`src/rtl/knn_sort_pkg.sv`:
```
// Shared definitions for the KNN bitonic sorting pipeline: stage count helper,
// default lane layout and the value presented on empty lanes.
package knn_sort_pkg;

    localparam int DEF_W      = 16;
    localparam int DEF_TYPE_W = 3;

    // Key value carried by (and presented on) masked lanes; wide enough for any W.
    localparam logic [63:0] RESET_KEY = 64'd0;

    // One lane of a vector at the default widths: key, tag and occupancy flag.
    typedef struct packed {
        logic [DEF_W-1:0]      key;
        logic [DEF_TYPE_W-1:0] typ;
        logic                  vld;
    } lane_t;

    // Number of bitonic columns (and register stages) for 2**log2n lanes.
    function automatic int stage_count(input int log2n);
        return (log2n * (log2n + 1)) / 2;
    endfunction

endpackage

```
`src/rtl/sort_cas.sv`:
```
// Single compare-exchange element of the bitonic network. Purely combinational.
// Empty lanes behave as keys beyond the far end of the final order, so they
// drift to the high indices regardless of the requested direction.
module sort_cas #(
    parameter int W      = 16,
    parameter int TYPE_W = 3
) (
    input  logic [W-1:0]      a_key,
    input  logic [TYPE_W-1:0] a_type,
    input  logic              a_vld,
    input  logic [W-1:0]      b_key,
    input  logic [TYPE_W-1:0] b_type,
    input  logic              b_vld,
    input  logic              dir,
    input  logic              fin,
    output logic [W-1:0]      lo_key,
    output logic [TYPE_W-1:0] lo_type,
    output logic              lo_vld,
    output logic [W-1:0]      hi_key,
    output logic [TYPE_W-1:0] hi_type,
    output logic              hi_vld
);

    logic a_gt_b;
    logic b_gt_a;
    logic swap;

    // Order the pair in the extended key space and route both lanes.
    always_comb begin
        a_gt_b = 1'b0;
        b_gt_a = 1'b0;
        case ({a_vld, b_vld})
            2'b11: begin
                a_gt_b = (a_key > b_key);
                b_gt_a = (b_key > a_key);
            end
            2'b01: begin
                a_gt_b = fin;
                b_gt_a = ~fin;
            end
            2'b10: begin
                a_gt_b = ~fin;
                b_gt_a = fin;
            end
            default: begin
                a_gt_b = 1'b0;
                b_gt_a = 1'b0;
            end
        endcase
        swap = dir ? a_gt_b : b_gt_a;
        if (swap) begin
            lo_key  = b_key;
            lo_type = b_type;
            lo_vld  = b_vld;
            hi_key  = a_key;
            hi_type = a_type;
            hi_vld  = a_vld;
        end else begin
            lo_key  = a_key;
            lo_type = a_type;
            lo_vld  = a_vld;
            hi_key  = b_key;
            hi_type = b_type;
            hi_vld  = b_vld;
        end
    end

endmodule

```
`src/rtl/bitonic_sort_pipe.sv`:
```
// Fully pipelined bitonic sorter for 2**LOG2N (key, tag) lanes with per-vector
// direction and lane mask. One bitonic column per register stage; the whole
// pipe advances together under a single global advance signal.
module bitonic_sort_pipe
    import knn_sort_pkg::*;
#(
    parameter int LOG2N  = 3,
    parameter int W      = 16,
    parameter int TYPE_W = 3
) (
    input  logic                      clk,
    input  logic                      rst,
    input  logic                      in_valid,
    output logic                      in_ready,
    input  logic                      ascending,
    input  logic [(1<<LOG2N)-1:0]     in_mask,
    input  logic [W*(1<<LOG2N)-1:0]   in_key,
    input  logic [TYPE_W*(1<<LOG2N)-1:0] in_type,
    output logic                      out_valid,
    input  logic                      out_ready,
    output logic [(1<<LOG2N)-1:0]     out_mask,
    output logic [W*(1<<LOG2N)-1:0]   out_key,
    output logic [TYPE_W*(1<<LOG2N)-1:0] out_type,
    output logic [LOG2N:0]            out_count
);

    localparam int N  = 1 << LOG2N;
    localparam int S  = stage_count(LOG2N);
    localparam int CW = LOG2N + 1;

    // Input lanes after masking: empty lanes carry a zero key and tag.
    logic [W-1:0]      in_key_m  [N];
    logic [TYPE_W-1:0] in_type_m [N];
    logic [CW-1:0]     in_cnt;

    // Column inputs (previous register or the input port) and column results.
    logic [W-1:0]      src_key  [S][N];
    logic [TYPE_W-1:0] src_type [S][N];
    logic              src_vld  [S][N];
    logic              src_v    [S];
    logic              src_asc  [S];
    logic [CW-1:0]     src_cnt  [S];
    logic [W-1:0]      res_key  [S][N];
    logic [TYPE_W-1:0] res_type [S][N];
    logic              res_vld  [S][N];

    // Stage registers.
    logic [W-1:0]      st_key  [S][N];
    logic [TYPE_W-1:0] st_type [S][N];
    logic              st_vld  [S][N];
    logic              st_v    [S];
    logic              st_asc  [S];
    logic [CW-1:0]     st_cnt  [S];

    logic adv;

    assign adv      = ~st_v[S-1] | out_ready;
    assign in_ready = adv;

    // Blank empty lanes and count the occupied ones for this vector.
    always_comb begin
        in_cnt = {CW{1'b0}};
        for (int i = 0; i < N; i++) begin
            in_key_m[i]  = in_mask[i] ? in_key[W*i +: W] : RESET_KEY[W-1:0];
            in_type_m[i] = in_mask[i] ? in_type[TYPE_W*i +: TYPE_W] : {TYPE_W{1'b0}};
            in_cnt       = in_cnt + CW'(in_mask[i]);
        end
    end

    // Column c reads the port (c = 0) or the register behind it.
    for (genvar c = 0; c < S; c++) begin : g_src
        if (c == 0) begin : g_in
            assign src_v[c]   = in_valid;
            assign src_asc[c] = ascending;
            assign src_cnt[c] = in_cnt;
        end else begin : g_reg
            assign src_v[c]   = st_v[c-1];
            assign src_asc[c] = st_asc[c-1];
            assign src_cnt[c] = st_cnt[c-1];
        end
        for (genvar i = 0; i < N; i++) begin : g_lane
            if (c == 0) begin : g_in
                assign src_key[c][i]  = in_key_m[i];
                assign src_type[c][i] = in_type_m[i];
                assign src_vld[c][i]  = in_mask[i];
            end else begin : g_reg
                assign src_key[c][i]  = st_key[c-1][i];
                assign src_type[c][i] = st_type[c-1][i];
                assign src_vld[c][i]  = st_vld[c-1][i];
            end
        end
    end

    // Bitonic network: merge size 2**k, partner distance 2**j, one column per (k, j).
    for (genvar k = 1; k <= LOG2N; k++) begin : g_k
        for (genvar jj = 0; jj < k; jj++) begin : g_j
            localparam int J = k - 1 - jj;
            localparam int C = (k * (k - 1)) / 2 + jj;
            for (genvar i = 0; i < N; i++) begin : g_i
                localparam int P = i ^ (1 << J);
                if (P > i) begin : g_cas
                    localparam logic BK = (((i >> k) & 1) != 0);
                    sort_cas #(
                        .W      (W),
                        .TYPE_W (TYPE_W)
                    ) u_cas (
                        .a_key   (src_key[C][i]),
                        .a_type  (src_type[C][i]),
                        .a_vld   (src_vld[C][i]),
                        .b_key   (src_key[C][P]),
                        .b_type  (src_type[C][P]),
                        .b_vld   (src_vld[C][P]),
                        .dir     (src_asc[C] ^ BK),
                        .fin     (src_asc[C]),
                        .lo_key  (res_key[C][i]),
                        .lo_type (res_type[C][i]),
                        .lo_vld  (res_vld[C][i]),
                        .hi_key  (res_key[C][P]),
                        .hi_type (res_type[C][P]),
                        .hi_vld  (res_vld[C][P])
                    );
                end
            end
        end
    end

    // Advance every stage together; hold the whole pipe while the output is stalled.
    always_ff @(posedge clk or posedge rst) begin
        if (rst) begin
            for (int c = 0; c < S; c++) begin
                st_v[c]   <= 1'b0;
                st_asc[c] <= 1'b0;
                st_cnt[c] <= {CW{1'b0}};
                for (int i = 0; i < N; i++) begin
                    st_key[c][i]  <= RESET_KEY[W-1:0];
                    st_type[c][i] <= {TYPE_W{1'b0}};
                    st_vld[c][i]  <= 1'b0;
                end
            end
        end else if (adv) begin
            for (int c = 0; c < S; c++) begin
                st_v[c]   <= src_v[c];
                st_asc[c] <= src_asc[c];
                st_cnt[c] <= src_cnt[c];
                for (int i = 0; i < N; i++) begin
                    st_key[c][i]  <= res_key[c][i];
                    st_type[c][i] <= res_type[c][i];
                    st_vld[c][i]  <= res_vld[c][i];
                end
            end
        end
    end

    assign out_valid = st_v[S-1];
    assign out_count = st_cnt[S-1];

    for (genvar i = 0; i < N; i++) begin : g_out
        assign out_key[W*i +: W]           = st_key[S-1][i];
        assign out_type[TYPE_W*i +: TYPE_W] = st_type[S-1][i];
        assign out_mask[i]                 = st_vld[S-1][i];
    end

endmodule

```
`config.mk`:
```
export PLATFORM = sky130hd
export DESIGN_NAME = bitonic_sort_pipe
export DESIGN_NICKNAME = d
export VERILOG_FILES = /design/src/rtl/knn_sort_pkg.sv /design/src/rtl/sort_cas.sv /design/src/rtl/bitonic_sort_pipe.sv
export SDC_FILE = /design/constraint.sdc
export NUM_CORES = 2
export LEC_CHECK = 0
export ABC_AREA = 1
export CAP_MARGIN = 20
export CORE_ASPECT_RATIO = 1.25
export CORE_MARGIN = 3
export CORE_UTILIZATION = 25
export CTS_CLUSTER_SIZE = 8
export DETAILED_ROUTE_END_ITERATION = 12
export HOLD_SLACK_MARGIN = 0.1
export SETUP_SLACK_MARGIN = 0.02
export SYNTH_ARGS = -nofsm -noshare
export SYNTH_HDL_FRONTEND = slang
export SYNTH_SLANG_ARGS = --single-unit
```
`constraint.sdc`:
```
create_clock -name clk -period 32.6 [get_ports clk]
set_input_delay 3.26 -clock clk [delete_from_list [all_inputs] [get_ports clk]]
set_output_delay 3.26 -clock clk [all_outputs]
set_load 0.02 [all_outputs]
```
==> metrics.csv <==
stage,metric,value,unit
run_status,outcome,completed,
min_path,Min-Delay Path Depth,1,
min_path,start point of the worst min-delay path,src_v[0],
clock_network,post-CTS setup repair buffer count,0,
yosys,warnings from Yosys,0,
sta,setup repair after global routing missed its margin,false,
setup_path,R2R Path Start,out_valid,
die,overall die area,254000,um2
setup_path,CP max-delay cell,sky130_fd_sc_hd__clkdlybuf4s50_1,
detailed_routing,number of violations reported at the end of detailed-routing iteration 0,5439,
power_and_ir_drop,peak supply drop,60.1,uV
clock_network,total CTS buffers,146,
yosys,cell count after synthesis,8832,
final_layout,share of layout cells above drive strength 1,3.60,%
clock_network,total number of H-tree levels,4,
sta,Slew HR,23.2,%
min_path,sink of the worst hold path,out_valid,
clock_network,clock tree from TritonCTS,done,
setup_path,R2R cell count,9,
setup_path,family with the most delay on the worst path,buffers and inverters,
setup_path,first element of the critical path,out_ready,
die,die span in y,563,um
clock_network,CTS clock-pin slew for the worst setup and hold paths,60,ps
detailed_routing,DR WL/cell,17.1,um
yosys,number of register bits inferred by synthesis,995,
final_layout,number of filler instances in the final layout,26979,
setup_path,biggest cell delay along the critical path,710,ps
sta,Least-Margin Pin Slew,1150,ps
setup_path,Critical Path Most Common Cell,sky130_fd_sc_hd__clkdlybuf4s50_1,
place,IO Port Bufs,330,
yosys,cell type contributing the most total cell area after synthesis,sky130_fd_sc_hd__dfrtp_1,
power_and_ir_drop,leakage dissipation,39.1,nW
yosys,leading cell types by total area after synthesis,"sky130_fd_sc_hd__dfrtp_1, sky130_fd_sc_hd__nand2_1, sky130_fd_sc_hd__nand3_1, sky130_fd_sc_hd__ha_1, sky130_fd_sc_hd__inv_1",
final_layout,nets@finish,9445,
setup_path,kind of start point of the critical path,input pin,
setup_path,Setup CP Type,input pin to output pin,
clock_network,PostCTS Resize Cnt,0,
grt,pin count of the biggest net entering global routing,215,
power_and_ir_drop,Power Dens Cells,109,nW/um2
setup_path,"setup slack, reg-to-reg",27630,ps
yosys,top cell type's share of synthesized area,40.1,%
final_layout,area used by multi-input combinational logic,29900,um2
detailed_routing,number of nets with antenna violations after routing,0,
yosys,synthesized netlist net count,9393,
grt,met3 track demand over resource in global routing,2.85,%
grt,number of antenna violations at the first check in global routing,26,
sta,setup-violating endpoint count in the final report,0,
final_layout,area growth from synthesis to final layout,15.4,%
grt,global routing met1 resource utilization,22.4,%
min_path,kind of path behind the tightest hold check,flip-flop to flip-flop,
clock_network,clock root buffer,sky130_fd_sc_hd__clkbuf_16,
yosys,netlist area before placement,62100,um2
detailed_routing,via/cell ratio,4.63,
die,width of the die,452,um
yosys,part of the Yosys area used for sequential elements,40.1,%
yosys,Unique masters post-synth,29,
setup_path,Worst Path Buf+Inv,3,
die,Top Ports,331,
sta,Final Skew,56.9,ps
sta,worst hold slack after final layout,459,ps
yosys,synthesized area per cell,7.03,um2
detailed_routing,total iterations of the first detailed-routing run,6,
sta,sum of negative setup slack,0,ps
grt,Total Routing Usage GR,16.0,%
grt,wire length of the first global-routing pass,320000,um
setup_path,sort of element at the end of the critical path,output pin,
sta,Highest Clock Rate,0.122,GHz
sta,number of failing hold endpoints at the final stage,0,
setup_path,arrival time at the worst endpoint,4950,ps
clock_network,CTS Sinks,995,
clock_network,hold buffers post-CTS,0,
grt,vias in the first global route,52223,
grt,GR Layer Usage met2,24.5,%
clock_network,number of buffers on the longest clock path,3,
setup_path,Critical R2R Capture,out_key[3],
grt,total overflow reported by the global router,0,
detailed_routing,Vias,56541,
run,maxcap violations,0,
place,post-detail-place hpwl,157000,um
setup_path,required time of the critical path,29340,ps
die,area of the placeable core,246000,um2
setup_path,chain of cells forming the critical path,"clkdlybuf4s50_1, nor2_4, inv_8, clkdlybuf4s50_1",
final_layout,combined flip-flop and latch cell area,24900,um2
place,Placer Congestion,0.937,
sta,Pins Over Slew Limit,0,
die,effective utilization at floorplan,25.3,%
clock_network,insertion delay of the later-clocked pin in the worst-skew pair,830,ps
detailed_routing,detailed-route DRC error count,0,
setup_path,maximum net fanout on the critical path,97,
final_layout,"leading cell type in the layout, fill and taps excluded",sky130_fd_sc_hd__nand2_1,
final_layout,"top library cells by usage in the layout, fill and taps aside","sky130_fd_sc_hd__nand2_1, sky130_fd_sc_hd__nand3_1, sky130_fd_sc_hd__inv_1",
grt,global-route layer with the greatest usage,met2,
die,Row Count,203,
sta,Period minus WS final,8210,ps
detailed_routing,final WL,208000,um
sta,Final period util,25.2,%
## logic make-up after synthesis
kind of cell    count (synthesis)  share of synthesized area, %
fa+ha+maj                     396                          8.03
simple gates                 5480                          37.0
compound gates                343                          3.12
buf+inv                      1617                          11.7
flops                         995                          40.1
xor+xnor                        1                        0.0141
## worst max-delay path by stage
stage	endpoint	slack, ps	depth (start not counted)
after floorplan	out_count[0]	1350	1
after global placement	in_ready	24330	4
after detailed placement	in_ready	24330	4
after CTS	in_ready	24310	4
after global routing	in_ready	24260	4
final	in_ready	24390	4
## registers in the layout (all words and copies together), names as in the netlist, 8 cells and up
signal	count
src_vld	40
out_mask	8
src_key	640
src_type	120
src_cnt	20
out_type	24
out_key	128
## cell type report
class / instances / share of cell area [%]
Timing Repair Buffer: 432 / 6.24
Sequential cell: 995 / 34.7
Inverter: 1089 / 5.72
Multi-Input combinational cell: 6220 / 41.8
Clock buffer: 158 / 5.23
Tap cell: 3280 / 5.72
Clock inverter: 19 / 0.538
Antenna cell: 14 / 0.0489
## cells in the mapped netlist, drive strengths merged
cell type / count
a21boi: 2
a21o: 1
a21oi: 170
a31oi: 5
buf: 342
clkbuf: 186
dfrtp: 995
fa: 4
ha: 392
inv: 1089
nand2: 3427
nand3: 1897
nand4: 15
nor2: 139
nor3: 1
o21a: 23
o21ai: 116
o21bai: 23
o31ai: 3
or2: 1
xor2: 1
## where the power goes
part / switching, mW / internal [mW]
registers: 0.528 / 1.84
clock network: 0.586 / 0.824
logic: 2.68 / 1.35
total: 3.79 / 4.01
## worst register-to-register path: stages (launching register included)
cell and delay, ps:
sky130_fd_sc_hd__dfrtp_1 400, sky130_fd_sc_hd__inv_1 100, sky130_fd_sc_hd__nor2_4 90, sky130_fd_sc_hd__inv_8 340
sky130_fd_sc_hd__buf_4 830, sky130_fd_sc_hd__buf_4 910, sky130_fd_sc_hd__buf_4 840, sky130_fd_sc_hd__buf_4 1000
sky130_fd_sc_hd__nand3_1 280, sky130_fd_sc_hd__nand2_1 110
## through the flow
stage          utilization, %  power (mW)  instance area (um2)  instances  setup slack, ps
2_1_floorplan               -        5.02                62100       8832             1350
3_3_place_gp             27.3        6.28                67000      11997            24330
3_5_place_dp             27.3        6.35                67200      12004            24330
4_1_cts                  29.0        7.80                71300      12181            24310
5_1_grt                  29.1        8.50                71700      12194            24260
6_report                 29.2        7.80                71700      12207            24390
## metal layers
| layer | wire length (um) | vias up |
|---|---|---|
| li1 | - | 27983 |
| met1 | 95300 | 26439 |
| met2 | 91500 | 1712 |
| met3 | 13000 | 385 |
| met5 | 140 | - |
| met4 | 8430 | 22 |
No activity file was read; power rests on OpenSTA's default activity.
